$ cat src/rtl/control_sequencer.sv
// control_sequencer: hardwired control unit for the processor datapath.
//
// A state register on the falling edge of clk steps through the three fetch states and the
// per-instruction execute steps T3-T7. The outputs are decoded from the next state and
// registered on the same falling edge. The datapath then samples stable strobes on the
// following rising edge.
//
// Ports:
//   clk, reset (async, active-low)  clock and reset
//   IR[31:0]                        instruction register; the opcode is IR[31:27]
//   Branch                          CON flip-flop result, used only in T6 of br
//   *out                            bus drive strobes (at most one high per state)
//   *in                             register load strobes
//   GRA/GRB/GRC                     register-field selects
//   IncPc, read, write              PC increment and memory strobes
//   mdr_read[1:0]                   MDR source: 00 bus, 01 memory, 10 immediate
//   control[3:0]                    ALU op code, 0 when the ALU is idle
//   run                             high unless halted or held in reset
//   illegal                         one-state pulse in T3 for an unsupported opcode
module control_sequencer (
    input  logic        clk,
    input  logic        reset,
    input  logic [31:0] IR,
    input  logic        Branch,
    output logic        PCout,
    output logic        Zlowout,
    output logic        MDRout,
    output logic        HIout,
    output logic        LOout,
    output logic        InPortout,
    output logic        Cout,
    output logic        BAout,
    output logic        Rout,
    output logic        MARin,
    output logic        Zlowin,
    output logic        PCin,
    output logic        MDRin,
    output logic        IRin,
    output logic        Yin,
    output logic        Rin,
    output logic        OutPortin,
    output logic        CONin,
    output logic        GRA,
    output logic        GRB,
    output logic        GRC,
    output logic        IncPc,
    output logic        read,
    output logic        write,
    output logic [1:0]  mdr_read,
    output logic [3:0]  control,
    output logic        run,
    output logic        illegal
);

    // StIdle is the state that reset holds: it looks like FETCH0 but every output is 0.
    typedef enum logic [3:0] {
        StIdle, StFetch0, StFetch1, StFetch2, StT3, StT4, StT5, StT6, StT7, StHalt
    } state_e;

    typedef enum logic [3:0] {
        ClsAlu3, ClsAluImm, ClsLdi, ClsLd, ClsSt, ClsBr, ClsJr, ClsIn, ClsOut,
        ClsMfhi, ClsMflo, ClsNop, ClsHalt, ClsIllegal
    } cls_e;

    typedef struct packed {
        logic       pc_out;
        logic       zlow_out;
        logic       mdr_out;
        logic       hi_out;
        logic       lo_out;
        logic       inport_out;
        logic       c_out;
        logic       ba_out;
        logic       r_out;
        logic       mar_in;
        logic       zlow_in;
        logic       pc_in;
        logic       mdr_in;
        logic       ir_in;
        logic       y_in;
        logic       r_in;
        logic       outport_in;
        logic       con_in;
        logic       gra;
        logic       grb;
        logic       grc;
        logic       inc_pc;
        logic       rd;
        logic       wr;
        logic [1:0] mdr_sel;
        logic [3:0] alu_op;
        logic       run;
        logic       illegal;
    } ctrl_t;

    localparam logic [3:0] AluAdd = 4'd2;
    localparam logic [3:0] AluSub = 4'd3;
    localparam logic [3:0] AluShr = 4'd4;
    localparam logic [3:0] AluShl = 4'd5;
    localparam logic [3:0] AluRor = 4'd6;
    localparam logic [3:0] AluRol = 4'd7;
    localparam logic [3:0] AluAnd = 4'd8;
    localparam logic [3:0] AluOr  = 4'd9;

    localparam logic [1:0] MdrBus = 2'b00;
    localparam logic [1:0] MdrMem = 2'b01;

    state_e     state_q, state_d;
    ctrl_t      out_q, out_d;
    cls_e       cls;
    logic [3:0] alu_code;
    logic [4:0] opcode;

    // Register fields are decoded in the datapath; only the opcode matters here.
    logic unused_ir_fields;
    assign unused_ir_fields = ^IR[26:0];

    assign opcode = IR[31:27];

    // Opcode to instruction class and ALU operation.
    always_comb begin
        cls      = ClsIllegal;
        alu_code = 4'd0;
        case (opcode)
            5'b00000: begin cls = ClsLd;     alu_code = AluAdd; end
            5'b00001: begin cls = ClsLdi;    alu_code = AluAdd; end
            5'b00010: begin cls = ClsSt;     alu_code = AluAdd; end
            5'b00011: begin cls = ClsAlu3;   alu_code = AluAdd; end
            5'b00100: begin cls = ClsAlu3;   alu_code = AluSub; end
            5'b00101: begin cls = ClsAlu3;   alu_code = AluShr; end
            5'b00110: begin cls = ClsAlu3;   alu_code = AluShl; end
            5'b00111: begin cls = ClsAlu3;   alu_code = AluRor; end
            5'b01000: begin cls = ClsAlu3;   alu_code = AluRol; end
            5'b01001: begin cls = ClsAlu3;   alu_code = AluAnd; end
            5'b01010: begin cls = ClsAlu3;   alu_code = AluOr;  end
            5'b01011: begin cls = ClsAluImm; alu_code = AluAdd; end
            5'b01100: begin cls = ClsAluImm; alu_code = AluAnd; end
            5'b01101: begin cls = ClsAluImm; alu_code = AluOr;  end
            5'b10010: begin cls = ClsBr;     alu_code = AluAdd; end
            5'b10011: cls = ClsJr;
            5'b10101: cls = ClsIn;
            5'b10110: cls = ClsOut;
            5'b10111: cls = ClsMfhi;
            5'b11000: cls = ClsMflo;
            5'b11001: cls = ClsNop;
            5'b11010: cls = ClsHalt;
            default:  cls = ClsIllegal;
        endcase
    end

    // Next state.
    always_comb begin
        state_d = state_q;
        case (state_q)
            StIdle:   state_d = StFetch0;
            StFetch0: state_d = StFetch1;
            StFetch1: state_d = StFetch2;
            StFetch2: state_d = StT3;
            StT3: begin
                case (cls)
                    ClsHalt: state_d = StHalt;
                    ClsAlu3, ClsAluImm, ClsLdi, ClsLd, ClsSt, ClsBr: state_d = StT4;
                    default: state_d = StFetch0;
                endcase
            end
            StT4:     state_d = StT5;
            StT5:     state_d = (cls == ClsLd || cls == ClsSt || cls == ClsBr) ? StT6 : StFetch0;
            StT6:     state_d = (cls == ClsBr) ? StFetch0 : StT7;
            StT7:     state_d = StFetch0;
            StHalt:   state_d = StHalt;
            default:  state_d = StIdle;
        endcase
    end

    // Output decode for the state being entered; registered alongside the state.
    always_comb begin
        out_d     = '0;
        out_d.run = (state_d != StHalt) && (state_d != StIdle);
        case (state_d)
            StFetch0: begin
                out_d.pc_out  = 1'b1;
                out_d.mar_in  = 1'b1;
                out_d.inc_pc  = 1'b1;
                out_d.zlow_in = 1'b1;
            end
            StFetch1: begin
                out_d.zlow_out = 1'b1;
                out_d.pc_in    = 1'b1;
                out_d.rd       = 1'b1;
                out_d.mdr_sel  = MdrMem;
                out_d.mdr_in   = 1'b1;
            end
            StFetch2: begin
                out_d.mdr_out = 1'b1;
                out_d.ir_in   = 1'b1;
            end
            StT3: begin
                case (cls)
                    ClsAlu3, ClsAluImm: begin
                        out_d.grb   = 1'b1;
                        out_d.r_out = 1'b1;
                        out_d.y_in  = 1'b1;
                    end
                    ClsLdi, ClsLd, ClsSt: begin
                        out_d.grb    = 1'b1;
                        out_d.ba_out = 1'b1;
                        out_d.y_in   = 1'b1;
                    end
                    ClsBr: begin
                        out_d.gra    = 1'b1;
                        out_d.r_out  = 1'b1;
                        out_d.con_in = 1'b1;
                    end
                    ClsJr: begin
                        out_d.gra   = 1'b1;
                        out_d.r_out = 1'b1;
                        out_d.pc_in = 1'b1;
                    end
                    ClsIn: begin
                        out_d.inport_out = 1'b1;
                        out_d.gra        = 1'b1;
                        out_d.r_in       = 1'b1;
                    end
                    ClsOut: begin
                        out_d.gra        = 1'b1;
                        out_d.r_out      = 1'b1;
                        out_d.outport_in = 1'b1;
                    end
                    ClsMfhi: begin
                        out_d.hi_out = 1'b1;
                        out_d.gra    = 1'b1;
                        out_d.r_in   = 1'b1;
                    end
                    ClsMflo: begin
                        out_d.lo_out = 1'b1;
                        out_d.gra    = 1'b1;
                        out_d.r_in   = 1'b1;
                    end
                    ClsIllegal: out_d.illegal = 1'b1;
                    default: ;
                endcase
            end
            StT4: begin
                case (cls)
                    ClsAlu3: begin
                        out_d.grc     = 1'b1;
                        out_d.r_out   = 1'b1;
                        out_d.alu_op  = alu_code;
                        out_d.zlow_in = 1'b1;
                    end
                    ClsAluImm, ClsLdi, ClsLd, ClsSt: begin
                        out_d.c_out   = 1'b1;
                        out_d.alu_op  = alu_code;
                        out_d.zlow_in = 1'b1;
                    end
                    ClsBr: begin
                        out_d.pc_out = 1'b1;
                        out_d.y_in   = 1'b1;
                    end
                    default: ;
                endcase
            end
            StT5: begin
                case (cls)
                    ClsAlu3, ClsAluImm, ClsLdi: begin
                        out_d.zlow_out = 1'b1;
                        out_d.gra      = 1'b1;
                        out_d.r_in     = 1'b1;
                    end
                    ClsLd, ClsSt: begin
                        out_d.zlow_out = 1'b1;
                        out_d.mar_in   = 1'b1;
                    end
                    ClsBr: begin
                        out_d.c_out   = 1'b1;
                        out_d.alu_op  = AluAdd;
                        out_d.zlow_in = 1'b1;
                    end
                    default: ;
                endcase
            end
            StT6: begin
                case (cls)
                    ClsLd: begin
                        out_d.rd      = 1'b1;
                        out_d.mdr_sel = MdrMem;
                        out_d.mdr_in  = 1'b1;
                    end
                    ClsSt: begin
                        out_d.gra     = 1'b1;
                        out_d.r_out   = 1'b1;
                        out_d.mdr_sel = MdrBus;
                        out_d.mdr_in  = 1'b1;
                    end
                    ClsBr: begin
                        // Taken branch loads the target computed in T5.
                        out_d.zlow_out = Branch;
                        out_d.pc_in    = Branch;
                    end
                    default: ;
                endcase
            end
            StT7: begin
                case (cls)
                    ClsLd: begin
                        out_d.mdr_out = 1'b1;
                        out_d.gra     = 1'b1;
                        out_d.r_in    = 1'b1;
                    end
                    ClsSt: out_d.wr = 1'b1;
                    default: ;
                endcase
            end
            default: ;
        endcase
    end

    always_ff @(negedge clk or negedge reset) begin
        if (!reset) begin
            state_q <= StIdle;
            out_q   <= '0;
        end else begin
            state_q <= state_d;
            out_q   <= out_d;
        end
    end

    assign PCout     = out_q.pc_out;
    assign Zlowout   = out_q.zlow_out;
    assign MDRout    = out_q.mdr_out;
    assign HIout     = out_q.hi_out;
    assign LOout     = out_q.lo_out;
    assign InPortout = out_q.inport_out;
    assign Cout      = out_q.c_out;
    assign BAout     = out_q.ba_out;
    assign Rout      = out_q.r_out;
    assign MARin     = out_q.mar_in;
    assign Zlowin    = out_q.zlow_in;
    assign PCin      = out_q.pc_in;
    assign MDRin     = out_q.mdr_in;
    assign IRin      = out_q.ir_in;
    assign Yin       = out_q.y_in;
    assign Rin       = out_q.r_in;
    assign OutPortin = out_q.outport_in;
    assign CONin     = out_q.con_in;
    assign GRA       = out_q.gra;
    assign GRB       = out_q.grb;
    assign GRC       = out_q.grc;
    assign IncPc     = out_q.inc_pc;
    assign read      = out_q.rd;
    assign write     = out_q.wr;
    assign mdr_read  = out_q.mdr_sel;
    assign control   = out_q.alu_op;
    assign run       = out_q.run;
    assign illegal   = out_q.illegal;

endmodule
$ cat config.mk
export PLATFORM = sky130hd
export DESIGN_NAME = control_sequencer
export DESIGN_NICKNAME = d
export VERILOG_FILES = /design/src/rtl/control_sequencer.sv
export SDC_FILE = /design/constraint.sdc
export NUM_CORES = 1
export LEC_CHECK = 0
export ABC_AREA = 0
export BUFFER_PORTS_ARGS = -buffer_cell sky130_fd_sc_hd__buf_2
export CORE_MARGIN = 5
export CORE_UTILIZATION = 49
export CTS_CLUSTER_DIAMETER = 50
export DETAILED_ROUTE_END_ITERATION = 16
export GPL_TIMING_DRIVEN = 1
export MAX_ROUTING_LAYER = met4
export PLACE_DENSITY = 0.88
export SYNTH_ARGS = -nofsm -noshare
export SYNTH_HDL_FRONTEND = slang
export SYNTH_SLANG_ARGS = --single-unit
$ cat constraint.sdc
create_clock -name clk -period 2.1 [get_ports clk]
set_input_delay 0 -clock clk [delete_from_list [all_inputs] [get_ports clk]]
set_output_delay 0 -clock clk [all_outputs]
set_load 0.01 [all_outputs]
; ---- Word level (Yosys, flattened, before mapping)
; Cells that the tools add are included.
[classes]
n_eq_ne = 51
mux = 52
reduce_logical = 22
[ops]
columns = operator, n
row1 = 4-bit case mux with 13 select lines, 1
row2 = 4-bit by 3-bit == test with 1-bit output (second input constant), 12
row3 = 5-bit == test (second input constant), 8
row4 = 4-bit case mux with 9 select lines, 1
row5 = 4-bit == test (second input constant), 8
row6 = 4-bit case mux with 8 select lines, 1
row7 = 5-bit by 4-bit == test with 1-bit output (second input constant), 6
row8 = 1-bit 2-to-1 mux, 27
row9 = 4-bit by 2-bit == test with 1-bit output (second input constant), 6
row10 = 5-bit by 3-bit == test with 1-bit output (second input constant), 4
row11 = 6-bit OR reduction, 3
row12 = 1-bit case mux with 2 select lines, 8
row13 = 4-bit case mux with 2 select lines, 2
row14 = 1-bit case mux with 3 select lines, 5
row15 = 4-bit by 1-bit == test with 1-bit output (second input constant), 3
row16 = 3-bit OR reduction, 4
row17 = 5-bit by 2-bit == test with 1-bit output (second input constant), 2
row18 = 5-bit OR reduction, 2
row19 = 4-bit logical NOT, 2
row20 = 4-bit 2-to-1 mux, 2
row21 = 2-bit OR reduction, 4
row22 = 8-bit OR reduction, 1
row23 = 3-bit 2-to-1 mux, 2
row24 = 5-bit by 1-bit == test with 1-bit output (second input constant), 1
row25 = other kinds (8), 10
[word_totals]
ff_bits = 36
in_bits = 35
output_inout_bits = 32

; ---- Logic depth before layout (Yosys ltp)
[depth]
depth_word = 10
ltp_mapped = 7

==> impl.org <==
** Setup path
- Arrival time worst endpoint :: about 1.1 ns
- The worst setup path is of the in -> reg kind.
- CP max stage cell :: o32ai_4
- Largest stage delay on the critical path :: about 0.38 ns
- Crit-path cells :: buf_6 -> buf_6 -> nand2b_4 -> o21ai_2 -> a211oi_2 -> o32ai_4 -> o32ai_2
- STA classifies the critical path startpoint as an input port.
- Data on the critical path is required at its endpoint by 1.17 ns.
- Along the worst path, the maximum fanout reaches 5.
- The kind of cell with the highest combined delay along the critical path is compound AO/OA/AOI/OAI gates.
- The most numerous cell type found on the critical path is buf_6.
- Sum of buffers and inverters on the critical path :: 2
- STA classifies the critical path endpoint as a flip-flop.

** Timing
- Setup TNS after final layout :: 0 ns
- Between clock sinks in the finished design, the worst skew comes to roughly 0.0039 ns.
- Final hold violations :: 0
- The tightest hold path in the finished design has a slack of about 0.59 ns.
- Total count of max-transition violations in the final report :: 0
- Setup repair after global routing could not meet its margin everywhere.
- Number of setup violations in the final report :: 0

** Place
- The count of buffers added on input and output ports is 38.
- The HPWL after detailed placement is 3.43 mm.
- Global placer's final weighted congestion :: between 0.9 and 1

** Logic synthesis
- Main flop type after synthesis :: dfrtn_1
- Total of flip-flops plus latches after synthesis :: 34
- Number of nets in the synthesized netlist :: roughly 220
- Counting flops with an async set or reset pin after synthesis yields a share of 100%.
- Syn Inst Count :: approximately 190
- In this run the cell area of the synthesized design comes to 1800 um^2.
- Share of synthesized area occupied by flip-flops and latches :: a little under half
- A synthesized cell averages approximately 9.7 um^2.
- Yosys mapped a number of flops with a built-in enable equal to 0.
- Synth unique cells :: just over 50
- Number of synthesis warnings :: 0

** CTS
- CTS Buffer Depth :: 2
- Counting the buffers created by CTS gives 5.
- The tree is rooted in a clkbuf_8.
- The H-tree was split into 2 levels.
- TritonCTS built the clock tree.
- Clock-pin slew was measured on the worst setup and hold paths at 0.05 ns.
- Number of clock sinks seen by CTS :: 34
- Latest clock arrival within the worst-skew pair :: 0.29 ns

** Route
- Detailed routing inserted a total of between 1.5k and 2k vias.
- Remaining antenna violation count after routing :: 0
- Count of unresolved DRC violations after routing :: 0
- Detailed router's first-iteration violation count :: approximately 120
- Vias per Instance :: between 5 and 6
- For this block, the routed nets add up to roughly 4.5 mm of wire.
- Routed len/inst :: ~15 um
- The first TritonRoute pass finished after 4 iterations.

** Global routing
- First-pass GRT wire length :: around 7.6 mm
- The number of global-route vias before repair is 1567.
- Antenna violations before repair :: 0
- Global routing used 20.1% of the available tracks across all layers.
- Entering global routing, the biggest net connects 35 pins.
- GRT overflow :: 0

** Pwr
- VDD sags by at most 0.000454 V.
- The analysis attributes to cell leakage a power of about 1.2 nW.
- Power Density :: 1060 nW/um^2

** Floorplanning
- Core Footprint :: 3610 um^2
- Initial cell density of the core :: 49.9%
- Die Y-Extent :: approximately 71 um
- between 60 and 70 I/O pins were placed.
- The die covers 4980 um^2.
- Row generation in the floorplan step produced 22 rows.
- Die outline width :: about 71 um

** Cells and area
- 0 antenna diodes ended up in the layout.
- Of the cells placed in the final design, the portion with a size suffix greater than 1 is a little over two fifths.
- In the layout the commonest cells are 38 x buf_4, 37 x buf_2, 34 x dfrtn_1.
- Nets@finish :: about 290
- Area grow syn2layout :: 32.4%
- Post-route core utilization :: between 60% and 70%
- The library cell used most frequently in the layout, excluding fill and tap cells, is buf_4.

** Flow run
- Max-cap violations in this run came to 0.

** Hold path
- The worst hold path belongs to the class reg -> reg.

** Outcome
- The flow ran to the end, and the final reports show no timing, DRC or antenna violations.
-- synthesized netlist by cell type (all sizes together) (4+ instances only) --
cell / count / share of area (%)
a31oi: 5 / 1.7
nand2: 18 / 3.8
nand3: 7 / 1.9
a21oi: 12 / 3.5
nor3: 7 / 2.9
nor2b: 4 / 1.8
nor2: 23 / 4.9
inv: 5 / 1.0
nand2b: 4 / 1.5
dfrtn: 34 / 47
o21ai: 12 / 3.3
clkbuf: 4 / 0.83
buf: 13 / 5.4
-- stage by stage --
stage	worst slack [ns]	total power, mW	instance area, um^2	std cells
finish	0.0802	2.52	2380	302
global route	0.000107	2.69	2380	302
floorplan	-0.144	1.62	1810	186
global placement	-0.226	1.92	2230	294
detailed placement	-0.279	1.96	2230	294
CTS	0.0182	2.52	2340	302
-- final timing paths --
kind	end	slack (ns)	from	depth (start not counted)
max	Zlowin$_DFF_NN0_	0.08	IR[27]	7
min	run$_DFF_NN0_	0.59	state_q[3]$_DFF_NN0_	2
max reg2reg	MARin$_DFF_NN0_	0.31	state_q[2]$_DFF_NN0_	5
min reg2reg	run$_DFF_NN0_	0.59	state_q[3]$_DFF_NN0_	2
max in group asynchronous	state_q[1]$_DFF_NN0_	1.11	reset	2
min in group asynchronous	control[0]$_DFF_NN0_	0.66	reset	2
-- worst min-delay path, cell delays in order (launching register included) --
cell     delay [ns]
dfrtn_1        0.38
a41oi_1        0.19
a21o_1         0.10
-- cell families after synthesis --
kind of cell	count (synthesis)	synth area share (%)
xor+xnor	2	0.974
simple gates	77	23.1
compound gates	50	21.2
buf+inv	22	7.23
other cells	1	0.208
flops	34	47.3
-- final cells by class --
class	count	area, um^2
Fill cell	289	1220
Sequential cell	34	851
Multi-Input combinational cell	130	850
Timing Repair Buffer	77	493
Clock buffer	8	110
Tap cell	48	60.1
Inverter	5	18.8
-- power by group --
group | switching (mW) | internal (mW)
sequential | 0.0955 | 0.817
clock | 0.221 | 0.331
combinational | 0.613 | 0.444
-- routing by layer --
metal / GRT usage [%] / share of wire, % / up-vias / routed length, um
met3: 3.55 / 6.3 / 10 / 286
met1: 26.1 / 42 / 776 / 1890
met5: - / 0 / - / 0
li1: - / - / 782 / -
met2: 31.5 / 50 / 63 / 2260
met4: 7.93 / 2.4 / 0 / 107
-- what timing repair did --
action	in CTS	in global routing
gates resized for setup	0	8
setup buffers	0	0
hold buffers	0	0
setup endpoints to repair	0	6
No activity file was read; power rests on OpenSTA's default activity.
